==> config.mk <==
export PLATFORM = sky130hd
export DESIGN_NAME = i2c_master_arbiter
export DESIGN_NICKNAME = d
export VERILOG_FILES = /design/src/rtl/i2c_arb_pkg.sv /design/src/rtl/rr_arbiter2.sv /design/src/rtl/i2c_master_arbiter.sv
export SDC_FILE = /design/constraint.sdc
export NUM_CORES = 1
export LEC_CHECK = 0
export CORE_AREA = 2 2 84 86
export DETAILED_ROUTE_END_ITERATION = 7
export DIE_AREA = 0 0 86 88
export PLACE_DENSITY = 0.8
export SLEW_MARGIN = 30
export SYNTH_ARGS = -nofsm -noshare
export SYNTH_HDL_FRONTEND = slang
export SYNTH_SLANG_ARGS = --single-unit
==> constraint.sdc <==
create_clock -name Clk_in -period 2.3 [get_ports Clk_in]
set_clock_uncertainty 0.15 [all_clocks]
set_input_delay 0.69 -clock Clk_in [delete_from_list [all_inputs] [get_ports Clk_in]]
set_output_delay 0.69 -clock Clk_in [all_outputs]
set_load 0.03 [all_outputs]
==> src/rtl/i2c_arb_pkg.sv <==
// Shared types and constants for the two-requester I2C master arbiter.
// The optional timeout (I2C_ARB_TIMEOUT_EN) uses TMR_W and TIMEOUT_CYC_DEF.
package i2c_arb_pkg;

    localparam int NREQ            = 2;
    localparam int TMR_W           = 20;
    localparam int TIMEOUT_CYC_DEF = 1_000_000;

    // Read-byte slot selected by the running byte count; FULL means further bytes are ignored.
    localparam logic [1:0] BYTE_HI   = 2'd0;
    localparam logic [1:0] BYTE_LO   = 2'd1;
    localparam logic [1:0] BYTE_FULL = 2'd2;

    typedef enum logic [2:0] {
        ST_IDLE,
        ST_ISSUE,
        ST_WAIT_BUSY,
        ST_WAIT_DONE,
        ST_RESP,
        ST_DRAIN
    } arb_state_e;

endpackage

==> src/rtl/rr_arbiter2.sv <==
// Two-way round-robin grant: on contention the requester not granted last wins.
module rr_arbiter2
    import i2c_arb_pkg::*;
(
    input  logic [NREQ-1:0] Req_valid,
    input  logic            last_grant,
    input  logic            enable,
    output logic [NREQ-1:0] grant
);

    always_comb begin
        grant = '0;
        if (enable) begin
            case (Req_valid)
                2'b01:   grant = 2'b01;
                2'b10:   grant = 2'b10;
                2'b11:   grant = last_grant ? 2'b01 : 2'b10;
                default: grant = '0;
            endcase
        end
    end

endmodule

==> src/rtl/i2c_master_arbiter.sv <==
// Shares one I2C Master between two requesters: arbitrate, issue, collect up to two bytes, respond.
// Define I2C_ARB_TIMEOUT_EN to add a per-transaction watchdog of TIMEOUT_CYC cycles.
//
// state     | meaning
// IDLE      | arbitrate when Master ready; latch winning command
// ISSUE     | one-cycle M_start with latched command
// WAIT_BUSY | wait for Master to drop M_ready
// WAIT_DONE | capture read bytes and errors until M_ready returns
// RESP      | one-cycle tagged response to the owner
// DRAIN     | Master still busy after a forced response; no grants
module i2c_master_arbiter
    import i2c_arb_pkg::*;
#(
    parameter int TIMEOUT_CYC = TIMEOUT_CYC_DEF
) (
    input  logic              Clk_in,
    input  logic              Rst,
    input  logic [NREQ-1:0]   Req_valid,
    output logic [NREQ-1:0]   Req_ready,
    input  logic [NREQ*7-1:0] Req_adr,
    input  logic [NREQ*8-1:0] Req_pointer,
    input  logic [NREQ-1:0]   Req_set_pointer,
    input  logic [NREQ-1:0]   Req_r_w,
    input  logic [NREQ*16-1:0] Req_wdata,
    output logic [NREQ-1:0]   Rsp_valid,
    output logic              Rsp_error,
    output logic [15:0]       Rsp_data,
    output logic              M_start,
    output logic [6:0]        M_adr,
    output logic [7:0]        M_pointer,
    output logic              M_set_pointer,
    output logic              M_r_w,
    output logic [7:0]        M_data_in,
    output logic [7:0]        M_data_in2,
    input  logic              M_ready,
    input  logic              M_error,
    input  logic              M_data_valid,
    input  logic [7:0]        M_data_out
);

    if (TIMEOUT_CYC < 1 || TIMEOUT_CYC > (1 << TMR_W)) begin : g_bad_timeout
        $error("TIMEOUT_CYC must lie in 1 .. 2**TMR_W");
    end

    arb_state_e       state_q, state_d;
    logic             last_grant_q, last_grant_d;
    logic [NREQ-1:0]  owner_q, owner_d;
    logic [6:0]       adr_q, adr_d;
    logic [7:0]       ptr_q, ptr_d;
    logic             sp_q, sp_d;
    logic             rw_q, rw_d;
    logic [15:0]      wdata_q, wdata_d;
    logic [15:0]      rdata_q, rdata_d;
    logic [1:0]       byte_cnt_q, byte_cnt_d;
    logic             err_q, err_d;
    logic             run_q, run_d;
    logic [NREQ-1:0]  grant;
    logic             gidx;

`ifdef I2C_ARB_TIMEOUT_EN
    localparam logic [TMR_W-1:0] TMR_TC = TMR_W'(TIMEOUT_CYC - 1);
    logic [TMR_W-1:0] tmr_q, tmr_d;
`endif

    // run_q keeps Req_ready low while reset is held and for the first cycle after release.
    rr_arbiter2 u_rr (
        .Req_valid  (Req_valid),
        .last_grant (last_grant_q),
        .enable     ((state_q == ST_IDLE) && M_ready && run_q),
        .grant      (grant)
    );

    assign gidx = grant[1];

    always_comb begin
        state_d      = state_q;
        last_grant_d = last_grant_q;
        owner_d      = owner_q;
        adr_d        = adr_q;
        ptr_d        = ptr_q;
        sp_d         = sp_q;
        rw_d         = rw_q;
        wdata_d      = wdata_q;
        rdata_d      = rdata_q;
        byte_cnt_d   = byte_cnt_q;
        err_d        = err_q;
        run_d        = 1'b1;
        Req_ready    = grant;
        Rsp_valid    = '0;
        Rsp_error    = 1'b0;
        M_start      = 1'b0;
`ifdef I2C_ARB_TIMEOUT_EN
        tmr_d        = tmr_q;
`endif

        case (state_q)
            ST_IDLE: begin
                if (grant != '0) begin
                    owner_d    = grant;
                    adr_d      = gidx ? Req_adr[13:7]      : Req_adr[6:0];
                    ptr_d      = gidx ? Req_pointer[15:8]  : Req_pointer[7:0];
                    sp_d       = gidx ? Req_set_pointer[1] : Req_set_pointer[0];
                    rw_d       = gidx ? Req_r_w[1]         : Req_r_w[0];
                    wdata_d    = gidx ? Req_wdata[31:16]   : Req_wdata[15:0];
                    rdata_d    = '0;
                    byte_cnt_d = BYTE_HI;
                    err_d      = 1'b0;
                    state_d    = ST_ISSUE;
                end
            end
            ST_ISSUE: begin
                M_start = 1'b1;
                state_d = ST_WAIT_BUSY;
`ifdef I2C_ARB_TIMEOUT_EN
                tmr_d   = '0;
`endif
            end
            ST_WAIT_BUSY: begin
                if (M_error) err_d = 1'b1;
                if (!M_ready) state_d = ST_WAIT_DONE;
            end
            ST_WAIT_DONE: begin
                if (M_error) err_d = 1'b1;
                if (M_data_valid) begin
                    if (byte_cnt_q == BYTE_HI) begin
                        rdata_d[15:8] = M_data_out;
                        byte_cnt_d    = BYTE_LO;
                    end else if (byte_cnt_q == BYTE_LO) begin
                        rdata_d[7:0]  = M_data_out;
                        byte_cnt_d    = BYTE_FULL;
                    end
                end
                if (M_ready) state_d = ST_RESP;
            end
            ST_RESP: begin
                Rsp_valid    = owner_q;
                Rsp_error    = err_q;
                last_grant_d = owner_q[1];
                state_d      = M_ready ? ST_IDLE : ST_DRAIN;
            end
            ST_DRAIN: begin
                if (M_ready) state_d = ST_IDLE;
            end
            default: state_d = ST_IDLE;
        endcase

`ifdef I2C_ARB_TIMEOUT_EN
        // Watchdog overrides the normal wait transitions on its terminal cycle.
        if (state_q == ST_WAIT_BUSY || state_q == ST_WAIT_DONE) begin
            tmr_d = tmr_q + 1'b1;
            if (tmr_q == TMR_TC) begin
                state_d = ST_RESP;
                err_d   = 1'b1;
            end
        end
`endif
    end

    always_ff @(posedge Clk_in or negedge Rst) begin
        if (!Rst) begin
            state_q      <= ST_IDLE;
            last_grant_q <= 1'b1;
            owner_q      <= '0;
            adr_q        <= '0;
            ptr_q        <= '0;
            sp_q         <= 1'b0;
            rw_q         <= 1'b0;
            wdata_q      <= '0;
            rdata_q      <= '0;
            byte_cnt_q   <= BYTE_HI;
            err_q        <= 1'b0;
            run_q        <= 1'b0;
        end else begin
            state_q      <= state_d;
            last_grant_q <= last_grant_d;
            owner_q      <= owner_d;
            adr_q        <= adr_d;
            ptr_q        <= ptr_d;
            sp_q         <= sp_d;
            rw_q         <= rw_d;
            wdata_q      <= wdata_d;
            rdata_q      <= rdata_d;
            byte_cnt_q   <= byte_cnt_d;
            err_q        <= err_d;
            run_q        <= run_d;
        end
    end

`ifdef I2C_ARB_TIMEOUT_EN
    always_ff @(posedge Clk_in or negedge Rst) begin
        if (!Rst) tmr_q <= '0;
        else      tmr_q <= tmr_d;
    end
`endif

    assign Rsp_data      = rdata_q;
    assign M_adr         = adr_q;
    assign M_pointer     = ptr_q;
    assign M_set_pointer = sp_q;
    assign M_r_w         = rw_q;
    assign M_data_in     = wdata_q[15:8];
    assign M_data_in2    = wdata_q[7:0];

endmodule

Word-level counts from Yosys, hierarchy flattened
Index checks and enable logic that the tools add are counted.
Cells by class
  reductions and logical operators: 14
  muxes and demuxes: 31
  eq/ne operators: 19
Operator list (count)
  $mux 16: 3
  $mux 8: 4
  $pmux 16 s2: 1
  $pmux 3 s6: 1
  $mux 3: 5
  $mux 2: 7
  $ne 2x2->1 const B: 7
  $reduce_and 4->1: 3
  $mux 7: 1
  $eq 3x2->1 const B: 2
  $eq 3x3->1 const B: 2
  $mux 1: 6
  $pmux 2 s3: 1
  $reduce_bool 2->1: 3
  $reduce_and 5->1: 1
  $eq 2x1->1 const B: 2
  $eq 2x2->1 const B: 2
  $ne 2x1->1 const B: 2
  $pmux 2 s2: 1
  $eq 3x1->1 const B: 1
  $logic_not 3->1: 1
  $ne 3x3->1 const B: 1
  $reduce_and 3->1: 1
  $logic_and 1x1->1: 2
  other kinds (4): 4
Storage, ports and cells
  register bits: 59
  output and inout bits: 55
  input bits: 81
  logic and storage cells: 77

Logic depth before layout (Yosys ltp)
  depth in word-level cells: 7
  gate-level depth with buffers: 7
  gate-level depth less buffers: 4

Cells and area by module
From an unflattened synthesis, not the netlist that was laid out.
Second synthesis, totals
  cells, all modules: 247
  area, all modules: 2675.1 um^2
Modules (own cells, without submodules)
  i2c_master_arbiter: area an instance 2653.8 um^2, instances 1, cells an instance 242
  rr_arbiter2: area an instance 21.3 um^2, instances 1, cells an instance 5

Worst setup path before layout
No wires, ideal clock.
  path kind: register to output
  start point: register state_q[1]
  end point: output port Req_ready[0]
  data arrival time: 1420 ps
  path slack: 40 ps
  cell stages (with the launch flop): 5
  path through: dfrtp_1 > buf_6 > nor4b_4 > nand3_1 > a21oi_1
Between the ends
  longest elaborated chain between the ends: 4
Ends and longest elaborated chain
  start: declaration: RTL line i2c_master_arbiter.sv:45  | arb_state_e state_q, state_d;
  start signal: assignment: RTL line i2c_master_arbiter.sv:174  | state_q <= state_d;
  $logic_not 3->1: RTL line i2c_master_arbiter.sv:69  | .enable ((state_q == ST_IDLE) && M_ready && run_q),
  $logic_and 1x1->1 (2 in series): RTL line i2c_master_arbiter.sv:69
  $mux 2: RTL line rr_arbiter2.sv:13  | if (enable) begin
  end: declaration: RTL line i2c_master_arbiter.sv:19  | output logic [NREQ-1:0] Req_ready,
Every way passes these cells.

Final worst setup path
  start point: register state_q[1]
  end point: output port Req_ready[1]
The elaborated chain is that of the path after synthesis.

==> run_results.csv <==
group,metric,value,unit
cells_and_area,drive_gt1_frac,0.146,
synth,syn_nets,316,
global_route,grt_overflow,0,
synth,synth.most_common_cell,"dfrtp_1",
detailed_routing,drc,0,
cts,clkTransAtPathRegs,0.07,ns
detailed_routing,ant_nets,0,
run_status,status,"finished, violations left",
cells_and_area,final_util,0.671,
cells_and_area,fin_area,4460,µm²
timing,fmax,0.420,GHz
timing,hold_ws,0.211,ns
cts,htreeDepth,3,
setup_path,required,1.46,ns
detailed_routing,vias,2347,
job,maxCapViolations,0,
synth,synth_top_area_share,0.555,
cts,cts_tree,"built",
power,p_leak,2.04,nW
cells_and_area,syn_to_final_growth,70.6,%
detailed_routing,firstDrtPassIters,4,
place,gp_congestion,0.736,
timing,worst_pin_slew,0.576,ns
place,place_area,4170,µm²
floorplan,die_h,88,µm
global_route,grt_pass1_wl,11400,µm
place,dp_hpwl,5390,µm
timing,period_needed,2.38,ns
timing,slew_headroom,0.614,
detailed_routing,detail_route.wl_per_cell,15.1,µm
setup_path,reg2reg_slack,0.20,ns
detailed_routing,drtIter0Drc,64,
place,portBuffers,135,
floorplan,die_area,7570,µm²
synth,yosysTopAreaCell,"dfrtp_1",
setup_path,crit_arrival,1.54,ns
cts,cts_root_buf,"clkbuf_8",
synth,synth-main-ff-cell,"dfrtp_1",
cts,ctsHoldBuffers,0,
timing,finalHoldViolations,0,
timing,fin_crit_sh,1.03,
timing,setup_viol,2,
place,post-place-ws,-0.260,ns
setup_path,critPathMaxFanout,3,
cts,clock-sinks,59,
detailed_routing,wl,7170,µm
floorplan,die_w,86,µm
power,power_density,1260,nW/µm²
timing,fin_ws,-0.0798,ns
detailed_routing,viasPerCell,4.93,
synth,yosysUniqueCellTypes,33,
cts,clkLatencyLatePin,0.32,ns
cts,numCtsBuffers,9,
cells_and_area,n_antenna_cell,0,
synth,syn_inst,235,
setup_path,cp-end-kind,"primary output",
synth,ys.warnings.count,0,
floorplan,core_area,6640,µm²
synth,ys_seq_area_frac,0.565,
run_status,violations,"setup timing",
cells_and_area,nets,472,
power,irDropWorstVdd,646,µV
timing,rsz0062_at_grt,"yes",
global_route,antenna_found_initial,0,
synth,synthArstFlopShare,1.00,
worst_hold_path,hp-class,"primary input to async pin",
synth,synth.area.top_cells,"dfrtp_1 56%, mux2i_1 13%, o21ai_0 6.5%",
synth,synth_edf_count,0,
timing,finalMaxSlewViolations,0,
floorplan,row_count,30,
floorplan,initial_core_util,0.394,
cells_and_area,fillCellCount,550,
cts,clock_path_buffers,2,
setup_path,startpoint_type,"register",
synth,synth.avg_cell_area,11.1,µm²
synth,synth_seq_cells,59,
floorplan,ios,136,
global_route,grt_usage,0.193,
global_route,first_global_vias,2427,
setup_path,crit_type,"register to primary output",
synth,ys_top_cells_by_count,"58 x dfrtp_1, 39 x nand2_1, 34 x o21ai_0, 33 x mux2i_1, 15 x a22o_1",
synth,syn_area,2620,µm²
global_route,grt_max_degree,60,
layout by cell type, fill, tap and decap left out, types with 3 or more instances in the layout:
cell type,synthesis,routed
nand2_1,39,38
nor2_1,5,4
dfrtp_1,58,56
a22o_1,15,15
nand3_1,5,5
a21o_1,3,3
mux2i_1,33,33
clkdlybuf4s50_1,0,125
buf_12,0,4
o21ai_0,34,34
clkbuf_8,0,9
dlygate4sd2_1,0,3
inv_1,3,3
buf_4,0,25
cells by family after synthesis:
family	count (synthesis)	share of synthesized area
other	1	0.00143
XOR/XNOR	1	0.00335
multiplexers	33	0.126
flip-flops	59	0.565
AO/OA/AOI/OAI	62	0.159
AND/OR/NAND/NOR	61	0.111
buffers and inverters	18	0.0345
sequential cells by signal, summed over array words and instances (netlist names), 2 cells and up:
register	flops
Rsp_data	16
wdata_q	16
M_pointer	8
M_adr	7
state_q	3
byte_cnt_q	2
owner_q	2
layer usage:
layer | vias up | global-route usage | wire length [µm]
met5 | - | 0 | 0
met4 | 0 | 0.0707 | 114
met3 | 12 | 0.0556 | 548
met2 | 90 | 0.326 | 3630
met1 | 1098 | 0.234 | 2880
li1 | 1147 | - | -
final timing paths:
kind	start	endpoint	cells after the start
setup / recovery	state_q[1]	Req_ready[1]	4
hold / removal	Rst	owner_q[0]	2
setup reg to reg	state_q[2]	Rsp_data[6]	5
hold reg to reg	M_r_w	M_r_w	2
max in group asynchronous	Rst	last_grant_q	2
min in group Clk_in	M_r_w	M_r_w	2
report_power, final:
group	switching [mW]	total [mW]	internal [mW]
Clock	0.385	0.992	0.607
Combinational	1.54	2.80	1.26
Sequential	0.297	1.81	1.51
stage by stage:
stage / total power, mW / setup TNS, ns / cells
5_1_grt: 5.94 / -0.365 / 476
2_1_floorplan: 3.29 / 0 / 235
4_1_cts: 5.61 / -0.0983 / 472
3_3_place_gp: 4.48 / -0.835 / 453
6_report: 5.60 / -0.126 / 476
3_5_place_dp: 4.56 / -2.58 / 453
worst max-delay path, stage by stage, from the launching register on:
cell	delay (ns)
dfrtp_1	0.41
nor4b_4	0.33
buf_4	0.16
and3_4	0.19
buf_6	0.13
area by class of cell:
class	count	area, µm²	share of cell area
multi-input combinational	158	1090	0.244
timing repair buffer	160	1570	0.353
tap	80	100	0.0224
inverter	3	11.3	0.00252
clock inverter	5	77.6	0.0174
sequential	59	1480	0.332
clock buffer	11	131	0.0295
timing repair:
item,CTS,global route
buffers inserted,3,5
hold endpoints to repair,0,0
pin swaps,1,5
setup endpoints to repair,5,5
gates resized for setup,8,4
No activity file was read; power rests on OpenSTA's default activity.
